===== src/rtl/sb_param_shadow_cfg.sv =====
// Corner switch block (right/bottom channels) with binary-select track muxes.
// Selects arrive over a serial chain and go live only after a parity-clean frame.
module sb_param_shadow_cfg #(
   parameter int CHAN_W   = 5,
   parameter int N_PIN    = 8,
   parameter int MUX_SIZE = 4,
   parameter int SEL_W    = $clog2(MUX_SIZE)
) (
   input  logic              prog_clk,
   input  logic              pReset,
   input  logic [CHAN_W-1:0] chanx_right_in,
   input  logic [CHAN_W-1:0] chany_bottom_in,
   input  logic [N_PIN-1:0]  right_pin_in,
   input  logic [N_PIN-1:0]  bottom_pin_in,
   input  logic              ccff_head,
   input  logic              ccff_en,
   output logic              ccff_ready,
   output logic              ccff_tail,
   output logic              cfg_done,
   output logic              cfg_err,
   output logic              cfg_valid,
   output logic [CHAN_W-1:0] chanx_right_out,
   output logic [CHAN_W-1:0] chany_bottom_out
);

   localparam int N_MUX    = 2 * CHAN_W;
   localparam int L        = 2 * CHAN_W * SEL_W + 1;
   localparam int CNT_W    = $clog2(L + 1);
   localparam int MUX_PAD  = 1 << SEL_W;
   localparam logic [CNT_W-1:0] LAST_CNT = CNT_W'(L - 1);

   typedef enum logic [1:0] {
      IDLE,
      SHIFT,
      CHECK
   } state_t;

   state_t              r_state;
   state_t              w_nextState;
   logic [CNT_W-1:0]    r_cnt;
   logic [CNT_W-1:0]    w_nextCnt;
   logic [L-1:0]        r_chain;
   logic [SEL_W-1:0]    r_sel [N_MUX];
   logic                r_done;
   logic                r_err;
   logic                r_valid;
   logic                w_accept;
   logic                w_parityOk;
   logic                w_commit;
   logic                w_reject;

   assign ccff_ready = (r_state != CHECK);
   assign w_accept   = ccff_en && ccff_ready;
   assign w_parityOk = ~(^r_chain);
   assign ccff_tail  = r_chain[L-1];
   assign cfg_done   = r_done;
   assign cfg_err    = r_err;
   assign cfg_valid  = r_valid;

   always_comb begin
      w_nextState = r_state;
      w_nextCnt   = r_cnt;
      w_commit    = 1'b0;
      w_reject    = 1'b0;
      case (r_state)
         IDLE: begin
            if (w_accept) begin
               w_nextState = SHIFT;
               w_nextCnt   = CNT_W'(1);
            end
         end
         SHIFT: begin
            if (w_accept) begin
               w_nextCnt = r_cnt + 1'b1;
               if (r_cnt == LAST_CNT) begin
                  w_nextState = CHECK;
               end
            end
         end
         CHECK: begin
            w_nextState = IDLE;
            w_nextCnt   = '0;
            w_commit    = w_parityOk;
            w_reject    = ~w_parityOk;
         end
         default: begin
            w_nextState = IDLE;
            w_nextCnt   = '0;
         end
      endcase
   end

   always_ff @(posedge prog_clk) begin
      if (pReset) begin
         r_state <= IDLE;
         r_cnt   <= '0;
      end else begin
         r_state <= w_nextState;
         r_cnt   <= w_nextCnt;
      end
   end

   always_ff @(posedge prog_clk) begin
      if (pReset) begin
         r_chain <= '0;
      end else if (w_accept) begin
         r_chain <= {r_chain[L-2:0], ccff_head};
      end
   end

   // Active selects change only here, all at once, so routing never sees a partial frame.
   always_ff @(posedge prog_clk) begin
      if (pReset) begin
         r_done  <= 1'b0;
         r_err   <= 1'b0;
         r_valid <= 1'b0;
         for (int j = 0; j < N_MUX; j++) begin
            r_sel[j] <= '0;
         end
      end else begin
         r_done <= w_commit;
         if (w_commit) begin
            r_valid <= 1'b1;
            r_err   <= 1'b0;
            for (int j = 0; j < N_MUX; j++) begin
               r_sel[j] <= r_chain[1 + j*SEL_W +: SEL_W];
            end
         end else if (w_reject) begin
            r_err <= 1'b1;
         end
      end
   end

   // Mux inputs are padded to a power of two with zeros, so out-of-range selects drive 0.
   for (genvar i = 0; i < CHAN_W; i++) begin : g_track
      logic [MUX_PAD-1:0] w_rightIn;
      logic [MUX_PAD-1:0] w_bottomIn;

      assign w_rightIn[0]  = chany_bottom_in[CHAN_W-1-i];
      assign w_bottomIn[0] = chanx_right_in[CHAN_W-1-i];

      for (genvar k = 1; k < MUX_SIZE; k++) begin : g_pin
         assign w_rightIn[k]  = right_pin_in[(i + (k-1)*CHAN_W) % N_PIN];
         assign w_bottomIn[k] = bottom_pin_in[(i + (k-1)*CHAN_W) % N_PIN];
      end

      for (genvar k = MUX_SIZE; k < MUX_PAD; k++) begin : g_pad
         assign w_rightIn[k]  = 1'b0;
         assign w_bottomIn[k] = 1'b0;
      end

      assign chanx_right_out[i]  = r_valid && w_rightIn[r_sel[i]];
      assign chany_bottom_out[i] = r_valid && w_bottomIn[r_sel[CHAN_W+i]];
   end

endmodule


===== config.mk =====
export PLATFORM = sky130hd
export DESIGN_NAME = sb_param_shadow_cfg
export DESIGN_NICKNAME = d
export VERILOG_FILES = /design/src/rtl/sb_param_shadow_cfg.sv
export SDC_FILE = /design/constraint.sdc
export NUM_CORES = 1
export LEC_CHECK = 0
export CAP_MARGIN = 20
export CORE_ASPECT_RATIO = 1.4
export CORE_MARGIN = 3
export CORE_UTILIZATION = 45
export CTS_CLUSTER_SIZE = 8
export DETAILED_ROUTE_END_ITERATION = 10
export MAX_ROUTING_LAYER = met4
export PLACE_DENSITY = 0.67
export SYNTH_ARGS = -nofsm -noshare
export SYNTH_HDL_FRONTEND = slang
export SYNTH_SLANG_ARGS = --single-unit
export TNS_END_PERCENT = 100

===== constraint.sdc =====
create_clock -name prog_clk -period 3.9 [get_ports prog_clk]
set_input_delay 0.585 -clock prog_clk [delete_from_list [all_inputs] [get_ports prog_clk]]
set_output_delay 0.585 -clock prog_clk [all_outputs]
set_load 0.02 [all_outputs]

==> flow_summary_export.csv <==
group,metric,value,unit
setup_path,cp_common_cell,"clkdlybuf4s50_1",
min_path,hold_depth,2,
yosys,avgSynthCellArea,10.4,sq um
detailed_routing,dr.pass1.iters,4,
cts,holdBufCountCts,0,
layout,area_growth,23.8,%
yosys,yosys_warnings,0,
detailed_routing,drt_iter0_drc,37,
timing,hold_viol,0,
yosys,ys_ff_latch,51,
power_and_ir_drop,combPwrFrac,8.3,%
timing,tns,0,ns
place,routabilityCongestion,0.756,
setup_path,worstPathMaxFanout,2,
floorplanning,fp.dieH,92.9,um
setup_path,crit_required,3.31,ns
power_and_ir_drop,ir_drop,0.174,mV
yosys,synthCells,233,
layout,fillerInstances,465,
detailed_routing,ant_nets,0,
cts,cts_setup_buffers,0,
yosys,synth_top_cells_by_area,"dfxtp_1 26%, edfxtp_1 25%, mux4_2 9.3%, and2_1 8.2%, nand2_1 7.6%",
detailed_routing,num_vias,1705,
setup_path,rrSetupSlack,1.18,ns
cts,cts_tree,"yes",
floorplanning,io_pins,45,
power_and_ir_drop,totalPowerFinal,0.944,mW
global_route,grt_pass1_vias,1699,
layout,drive_gt1_share,7.64,%
power_and_ir_drop,swShare,21.8,%
layout,antenna_cells,0,
cts,worstSkewPairLatency,0.30,ns
power_and_ir_drop,powerDensity,314,nW/um^2
setup_path,path_buf_inv,2,
timing,finalCriticalPeriod,2.77,ns
setup_path,critPathKind,"input port to output pin",
power_and_ir_drop,pwr-share-clk,31.0,%
place,dp_hpwl,3240,um
floorplanning,die_w,68.1,um
global_route,grt_max_degree,27,
setup_path,crit_path_end_kind,"output pin",
timing,post-route-period-util,70.9,%
layout,nets,306,
floorplanning,dieArea,6320,sq um
timing,finalSetupViolations,0,
yosys,syn_area,2430,sq um
power_and_ir_drop,p_int,0.739,mW
detailed_routing,avgRoutedWirePerCell,12.7,um
yosys,synth_cell_type_count,26,
cts,cts.htree.levels,2,
yosys,synth-seq-area-share,50.3,%
setup_path,cp.depth,4,
yosys,synthTopCellsByCount,"49 x nand2_1, 32 x and2_1, 31 x dfxtp_1, 27 x a21oi_1, 20 x edfxtp_1",
global_route,antenna_found_initial,0,
power_and_ir_drop,p_leak,1.06,nW
layout,post-route-util,57.8,%
cts,numCtsBuffers,5,
yosys,synth_ff_type,"dfxtp_1",
detailed_routing,drc,0,
detailed_routing,routed_wl,4340,um
timing,rsz0062_at_grt,"no",
yosys,synth_top_area_share,25.6,%
run_status,status,"complete, no violations",
timing,slew_violations,0,
timing,skew,0.00664,ns
place,io_buffers,44,
setup_path,slowest_delay,0.53,ns
power_and_ir_drop,power_frac_seq,60.7,%
setup_path,cp_data_arrival_time,2.18,ns
cts,clkTransAtPathRegs,0.09,ns
detailed_routing,post_drt_via_cell_ratio,5.00,
layout,stdcell_area,3000,sq um
yosys,synth.most_common_cell,"nand2_1",
setup_path,slowest_stage,"clkdlybuf4s50_1",
setup_path,start_kind,"input port",
setup_path,cp_top_family,"buffers and inverters",
min_path,hold_path.class,"register to register",
cts,cts_sinks,51,
cts,cts_resized,0,
setup_path,crit_path_cell_trace,"clkdlybuf4s50_1 -> mux4_2 -> and2_1 -> clkdlybuf4s50_1",
cts,clockRootBuffer,"clkbuf_8",
global_route,grt_overflow,0,
yosys,synth-edff-count,20,
global_route,grt.total_usage,15.5,%
floorplanning,coreArea,5200,sq um
floorplanning,rows,31,
place,dpl_cell_area,2910,sq um
yosys,async_flop_share,0,%
power_and_ir_drop,switching_power,0.205,mW
timing,slew_headroom,41.8,%
yosys,synth_nets,265,
global_route,grt_pass1_wl,7350,um
floorplanning,start_util,46.7,%
cts,cts_buffer_depth,2,
yosys,synth.largest_area_cell,"dfxtp_1",
timing,worstMarginPinSlew,0.873,ns
timing,max_freq,362,MHz
setup_path,worst-r2r-cell-count,5,
job,cap_violations,0,
## power by group through the flow
stage,Sequential [mW],Clock [mW],Combinational [mW]
finish,0.573,0.293,0.0784
global route,0.575,0.325,0.0858
CTS,0.574,0.306,0.0793
detailed placement,0.586,0,0.0790
global placement,0.585,0,0.0776
floorplan,0.583,0,0.0421
## sequential cells by signal (all words and copies together) (netlist names)
signal	cells
r_sel	20
cfg_valid	1
cfg_err	1
r_state	2
cfg_done	1
r_cnt	5
r_chain	21
## logic make-up after synthesis
kind of cell	after synthesis	synth area share, %
and+or+nand+nor	103	20.4
DFF	51	50.3
AOI/OAI and AO/OA	32	6.65
buffers and inverters	17	2.84
xor gates and xnor gates	16	8.66
muxes	12	10.1
adders and majority gates	2	1.03
## metrics by stage
stage / setup WS, ns / hold slack (ns) / std cells
after global placement: 1.14 / 0.468 / 332
after detailed placement: 1.07 / 0.475 / 332
after CTS: 1.05 / 0.488 / 340
final: 1.13 / 0.488 / 341
after global routing: 0.995 / 0.525 / 341
after floorplan: 1.53 / 0.454 / 233
## area by class of cell
type | count | area [sq um] | share of cell area [%]
inverters | 5 | 18.8 | 0.625
multi-input cells | 165 | 1140 | 37.9
flip-flops and latches | 51 | 1220 | 40.6
repair buffers | 46 | 455 | 15.2
clock inverters | 3 | 20.0 | 0.666
clock buffers | 5 | 68.8 | 2.29
well taps | 66 | 82.6 | 2.75
## layout by cell type, fill, tap and decap left out, drive strengths merged
cell            n
nand2          49
clkdlybuf4s50  44
and2           32
dfxtp          31
a21oi          27
edfxtp         20
mux4           10
xnor2          10
nor2            8
inv             5
clkbuf          5
nand2b          4
xnor3           4
nand3           4
o21ai           4
mux2i           2
nor3            2
ha              2
clkinvlp        2
buf             2
xor3            1
xor2            1
or2             1
nor4            1
nor2b           1
a31oi           1
nor3b           1
clkinv          1
## per-layer routing
| metal | wire length, um | global-route usage (%) | vias up |
|---|---|---|---|
| li1 | - | - | 869 |
| met1 | 1800 | 17.0 | 780 |
| met2 | 2080 | 25.8 | 50 |
| met3 | 388 | 4.13 | 6 |
| met4 | 74 | 6.30 | 0 |
| met5 | 0 | - | - |
## path summary, 6_finish.rpt
path                                               start                   endpoint
worst max-delay path                    bottom_pin_in[2]        chany_bottom_out[0]
worst max register to register  r_chain[14]$_SDFFE_PP0P_  r_sel[5][1]$_SDFFCE_PN0P_
worst min register to register  r_chain[14]$_SDFFE_PP0P_   r_chain[14]$_SDFFE_PP0P_
worst min-delay path            r_chain[14]$_SDFFE_PP0P_   r_chain[14]$_SDFFE_PP0P_
## worst reg2reg max path: cells and delay by family (launching register included)
kind	cells	cell delay, ns
simple gates	1	0.54
flops	1	0.37
xor+xnor	3	1.06
mux	1	0.34
No activity file was read; power rests on OpenSTA's default activity.
